File: config.mk
export PLATFORM = sky130hd
export DESIGN_NAME = uart
export DESIGN_NICKNAME = d
export VERILOG_FILES = /design/src/rtl/uart_pkg.sv /design/src/rtl/uart_sync2.sv /design/src/rtl/uart.sv
export SDC_FILE = /design/constraint.sdc
export NUM_CORES = 1
export LEC_CHECK = 0
export ABC_AREA = 1
export CAP_MARGIN = 40
export CORE_ASPECT_RATIO = 1.2
export CORE_MARGIN = 5
export CORE_UTILIZATION = 52
export DETAILED_ROUTE_END_ITERATION = 7
export HOLD_SLACK_MARGIN = 0.12
export PLACE_DENSITY = 0.75
export SLEW_MARGIN = 40
export SYNTH_ARGS = -nofsm -noshare
export SYNTH_HDL_FRONTEND = slang
export SYNTH_SLANG_ARGS = --single-unit
File: constraint.sdc
create_clock -name clock -period 1.8 [get_ports clock]
set_clock_uncertainty 0.1 [all_clocks]
set_input_delay 0.27 -clock clock [delete_from_list [all_inputs] [get_ports clock]]
set_output_delay 0.27 -clock clock [all_outputs]
set_load 0.02 [all_outputs]
File: src/rtl/uart_pkg.sv
// uart_pkg: shared FSM state types and default bit timing for the UART
package uart_pkg;
    localparam int CLKS_PER_BIT_DEFAULT = 434;
    typedef enum logic [2:0] {TX_IDLE, TX_START, TX_DATA, TX_STOP, TX_DONE} tx_state_t;
    typedef enum logic [2:0] {RX_IDLE, RX_START, RX_DATA, RX_STOP, RX_WAIT_HIGH} rx_state_t;
endpackage

File: src/rtl/uart_sync2.sv
// uart_sync2: two-flop synchronizer resetting to the idle-high line level
module uart_sync2 (
    input  logic clock,
    input  logic reset,
    input  logic d,
    output logic q
);
    logic [1:0] ff;
    always_ff @(posedge clock or posedge reset)
        if (reset) ff <= 2'b11;
        else       ff <= {ff[0], d};
    assign q = ff[1];
endmodule

File: src/rtl/uart.sv
// uart: 8N1 transmitter and receiver running independently off one clock
module uart
    import uart_pkg::*;
#(
    parameter int CLKS_PER_BIT = CLKS_PER_BIT_DEFAULT
) (
    input  logic       clock,
    input  logic       reset,
    input  logic       UART_RX,
    output logic       UART_TX,
    output logic       rx_complete,
    output logic [7:0] rx_data,
    input  logic       tx_valid,
    input  logic [7:0] tx_data,
    output logic       tx_complete
);
    localparam int CW = $clog2(CLKS_PER_BIT);
    localparam logic [CW-1:0] LAST = CW'(CLKS_PER_BIT - 1);
    localparam logic [CW-1:0] MID = CW'(CLKS_PER_BIT / 2 - 1);

    tx_state_t tx_state, tx_next;
    logic [CW-1:0] tx_cnt, tx_cnt_n;
    logic [2:0] tx_idx, tx_idx_n;
    logic [7:0] tx_shift, tx_shift_n;
    logic tx_line_n, tx_done_n;
    logic tx_end;
    assign tx_end = tx_cnt == LAST;

    // ones shift in behind the data so the line is already high for the stop bit
    always_comb begin
        tx_next = tx_state;
        tx_cnt_n = tx_cnt + 1'b1;
        tx_idx_n = tx_idx;
        tx_shift_n = tx_shift;
        tx_line_n = UART_TX;
        tx_done_n = 1'b0;
        case (tx_state)
            TX_IDLE: begin
                tx_cnt_n = '0;
                if (tx_valid) begin
                    tx_next = TX_START;
                    tx_shift_n = tx_data;
                    tx_line_n = 1'b0;
                end
            end
            TX_START: if (tx_end) begin
                tx_next = TX_DATA;
                tx_cnt_n = '0;
                tx_line_n = tx_shift[0];
            end
            TX_DATA: if (tx_end) begin
                tx_cnt_n = '0;
                tx_idx_n = tx_idx + 3'd1;
                tx_shift_n = {1'b1, tx_shift[7:1]};
                tx_line_n = tx_shift[1];
                tx_next = tx_idx == 3'd7 ? TX_STOP : TX_DATA;
            end
            TX_STOP: if (tx_end) begin
                tx_next = TX_DONE;
                tx_cnt_n = '0;
                tx_done_n = 1'b1;
            end
            TX_DONE: begin
                tx_next = TX_IDLE;
                tx_cnt_n = '0;
            end
            default: tx_next = TX_IDLE;
        endcase
    end

    always_ff @(posedge clock or posedge reset)
        if (reset) begin
            tx_state <= TX_IDLE;
            tx_cnt <= '0;
            tx_idx <= '0;
            tx_shift <= '0;
            UART_TX <= 1'b1;
            tx_complete <= 1'b0;
        end else begin
            tx_state <= tx_next;
            tx_cnt <= tx_cnt_n;
            tx_idx <= tx_idx_n;
            tx_shift <= tx_shift_n;
            UART_TX <= tx_line_n;
            tx_complete <= tx_done_n;
        end

    logic rxs;
    uart_sync2 u_sync (.clock(clock), .reset(reset), .d(UART_RX), .q(rxs));

    rx_state_t rx_state, rx_next;
    logic [CW-1:0] rx_cnt, rx_cnt_n;
    logic [2:0] rx_idx, rx_idx_n;
    logic [7:0] rx_shift, rx_shift_n, rx_data_n;
    logic rx_done_n;
    logic rx_end;
    assign rx_end = rx_cnt == LAST;

    always_comb begin
        rx_next = rx_state;
        rx_cnt_n = rx_cnt + 1'b1;
        rx_idx_n = rx_idx;
        rx_shift_n = rx_shift;
        rx_data_n = rx_data;
        rx_done_n = 1'b0;
        case (rx_state)
            RX_IDLE: begin
                rx_cnt_n = '0;
                rx_next = rxs ? RX_IDLE : RX_START;
            end
            RX_START: if (rx_cnt == MID) begin
                rx_cnt_n = '0;
                rx_next = rxs ? RX_IDLE : RX_DATA;
            end
            RX_DATA: if (rx_end) begin
                rx_cnt_n = '0;
                rx_shift_n = {rxs, rx_shift[7:1]};
                rx_idx_n = rx_idx + 3'd1;
                rx_next = rx_idx == 3'd7 ? RX_STOP : RX_DATA;
            end
            RX_STOP: if (rx_end) begin
                rx_cnt_n = '0;
                rx_next = rxs ? RX_IDLE : RX_WAIT_HIGH;
                rx_done_n = rxs;
                rx_data_n = rxs ? rx_shift : rx_data;
            end
            RX_WAIT_HIGH: begin
                rx_cnt_n = '0;
                rx_next = rxs ? RX_IDLE : RX_WAIT_HIGH;
            end
            default: rx_next = RX_IDLE;
        endcase
    end

    always_ff @(posedge clock or posedge reset)
        if (reset) begin
            rx_state <= RX_IDLE;
            rx_cnt <= '0;
            rx_idx <= '0;
            rx_shift <= '0;
            rx_data <= 8'h00;
            rx_complete <= 1'b0;
        end else begin
            rx_state <= rx_next;
            rx_cnt <= rx_cnt_n;
            rx_idx <= rx_idx_n;
            rx_shift <= rx_shift_n;
            rx_data <= rx_data_n;
            rx_complete <= rx_done_n;
        end
endmodule

==> run metrics <==
hold crit path type=reg2reg; initial antenna violation count=0; Yosys reg bits=slightly below 60; filler instances=between 400 and 500; Syn Nets=361; root buf cell=clkbuf_8; Area Overhead vs Synth=15.9%; crit path max fanout=2; number of placement rows=30; Initial Util=between 50 and 60%; ys async rst share=100%; buffer depth of the longest clock path=2; CP bufs+invs=1; Cell variety after synth=32; number of global-route vias before repair=between 2000 and 2500; Pwr Total=2.40 mW; Total Neg Setup Slack=0 ns; Initial DRC Count=98; fmax=between 600 and 700 MHz; Total GRT Usage=between 15 and 20%; Antenna diodes=0; commonest cells in the synthesized netlist=nand2_1, dfrtp_1, inv_1, nor2_1, nand3_1; htree depth=3; RePlAce Congestion=0.809; synth warn=0; register area share after synthesis=between 50 and 60%; maxcap violations=0; pwr dens=between 700 and 800 mW/mm2; CP arrival=1.29 ns; Max-Slew Margin vs Limit=between 70% and 80%; cell accounting for the most synthesized area=dfrtp_1; Final min period=1.66 ns; # DRC=0; CP Class=reg2out; cell with the most instances after synthesis=nand2_1; CP max stage cell=clkdlybuf4s50_1; via count=roughly 2100; global route overflow=0; family with the most delay on the worst path=buffers and inverters; Mapped Area=0.00294 mm2; Post-synth EDFFs=0; Final Max Tran Viols=0; layout cell share with drive strength beyond 1=around 16%; CP startpoint kind=register; Die X=78.6 um; DRT Wirelength=roughly 5 mm; Req. time, crit path=approximately 1.4 ns; status=completed; CP Cell Sequence=clkdlybuf4s50_1; DR vias/cell=~4.9; largest net degree at the start of global routing=60; Leak=~1.8 nW; fin nets=393; Final Hold Fails=0; Die Ht=92.4 um; Routed Antenna Nets=0; Clk Latency, worst-skew pair=~0.33 ns; core region area=approximately 0.0056 mm2; cts repair resizes=1; CTS buffer count=9; I/O pins=23; CP endpoint kind=output pin; Peak VDD IR=0.643 mV; Critical Path Max Stage Delay=between 0.6 and 0.7 ns; WL/cell=about 11 um; Clock Sinks=around 60; Cells after Synth=between 300 and 400; ys flop type=dfrtp_1; Post-CTS Setup Inserts=0; first drt pass iteration count=4; cts hold-fix bufs=0; average size of a mapped cell=roughly 8.6 um2; Tcrit/Tclk final=between 90% and 100%; Port Buffer Count=22; first-pass GRT wire length=between 8 and 9 mm; Worst-path clk slew=approximately 0.060 ns; Synth area leaders=dfrtp_1, nand2_1, inv_1, ha_1, nor2_1; Final setup viols=0; area of the die=about 0.0073 mm2; CTS tree=done; RSZ-0062 raised after global routing=false; worst-margin pin slew=0.304 ns; post-synth top area share=47.7%; HPWL Detailed=around 3.5 mm
==> metrics by stage <==
stage	cell area (um2)	worst slack, ns	hold WS, ns	utilization (%)	cells
floorplan	2940	0.352	0.174	-	340
global placement	3240	0.265	0.248	57.9	425
detailed placement	3240	0.222	0.248	57.9	425
CTS	3410	0.0984	0.255	60.9	440
global route	3410	0.0111	0.267	60.9	440
finish	3410	0.137	0.255	60.9	440
==> state kept, by name, summed over array words and instances, names as in the netlist, 2 cells and up <==
signal and cells:
rx_cnt 9, tx_cnt 9, rx_data 8, rx_shift 8, tx_shift 8, rx_idx 3, rx_state 3, tx_idx 3
tx_state 3, u_sync.ff 2
==> per-layer routing <==
layer | global-route usage [%] | part of all wire (%) | wire, um | up-vias
met3 | 5.45 | 3.5 | 170 | 14
met1 | 17.9 | 45 | 2210 | 980
met2 | 25.7 | 49 | 2380 | 34
met4 | 7.58 | 2.7 | 134 | 0
li1 | - | - | - | 1110
met5 | 0 | 0 | 0 | -
==> cells in the final DEF (no fill, tap or decap), types with 5 or more instances in the layout <==
cell type / n
nor2_1: 25
nand2_2: 7
nor3_1: 5
ha_1: 9
clkdlybuf4s50_1: 21
nand3_1: 18
o21ai_0: 9
inv_2: 8
o21ai_2: 8
xnor2_1: 5
clkbuf_8: 10
inv_1: 39
nand2_1: 109
nor2_4: 5
dfrtp_1: 56
==> power by group <==
part	leakage, nW	switching, mW	internal, mW
combinational	0.889	0.0307	0.0263
sequential	0.779	0.000754	1.33
clock	0.0839	0.490	0.520
total	1.75	0.522	1.88
==> layout make-up <==
class	instances	area [um2]	area share, %
clock buffer	10	138	4.04
clock inverter	5	30.0	0.881
inverter	48	184	5.40
multi-input combinational	230	1250	36.7
sequential	59	1480	43.4
tap	64	80.1	2.35
timing repair buffer	24	246	7.23
==> path summary, 6_finish.rpt <==
path	start	to	slack [ns]	depth (start not counted)
max	rx_data[3]$_DFFE_PP0P_	rx_data[3]	0.14	1
min	u_sync.ff[0]$_DFF_PP1_	u_sync.ff[1]$_DFF_PP1_	0.25	0
max reg2reg	rx_cnt[1]$_DFF_PP0_	rx_shift[0]$_DFFE_PP0P_	0.20	9
min reg2reg	u_sync.ff[0]$_DFF_PP1_	u_sync.ff[1]$_DFF_PP1_	0.25	0
max in group asynchronous	reset	u_sync.ff[1]$_DFF_PP1_	1.03	3
min in group asynchronous	reset	tx_state[0]$_DFFE_PP0P_	0.26	3
==> cells by family after synthesis <==
logic type / count (synthesis) / share of synthesized area [%]
AO/OA/AOI/OAI: 27 / 6.47
XOR/XNOR: 9 / 2.68
adder cells (fa/ha/maj): 9 / 3.83
buffers and inverters: 51 / 7.15
flip-flops: 59 / 50.4
AND/OR/NAND/NOR: 185 / 29.5
Power figures use the tool's default switching activity.
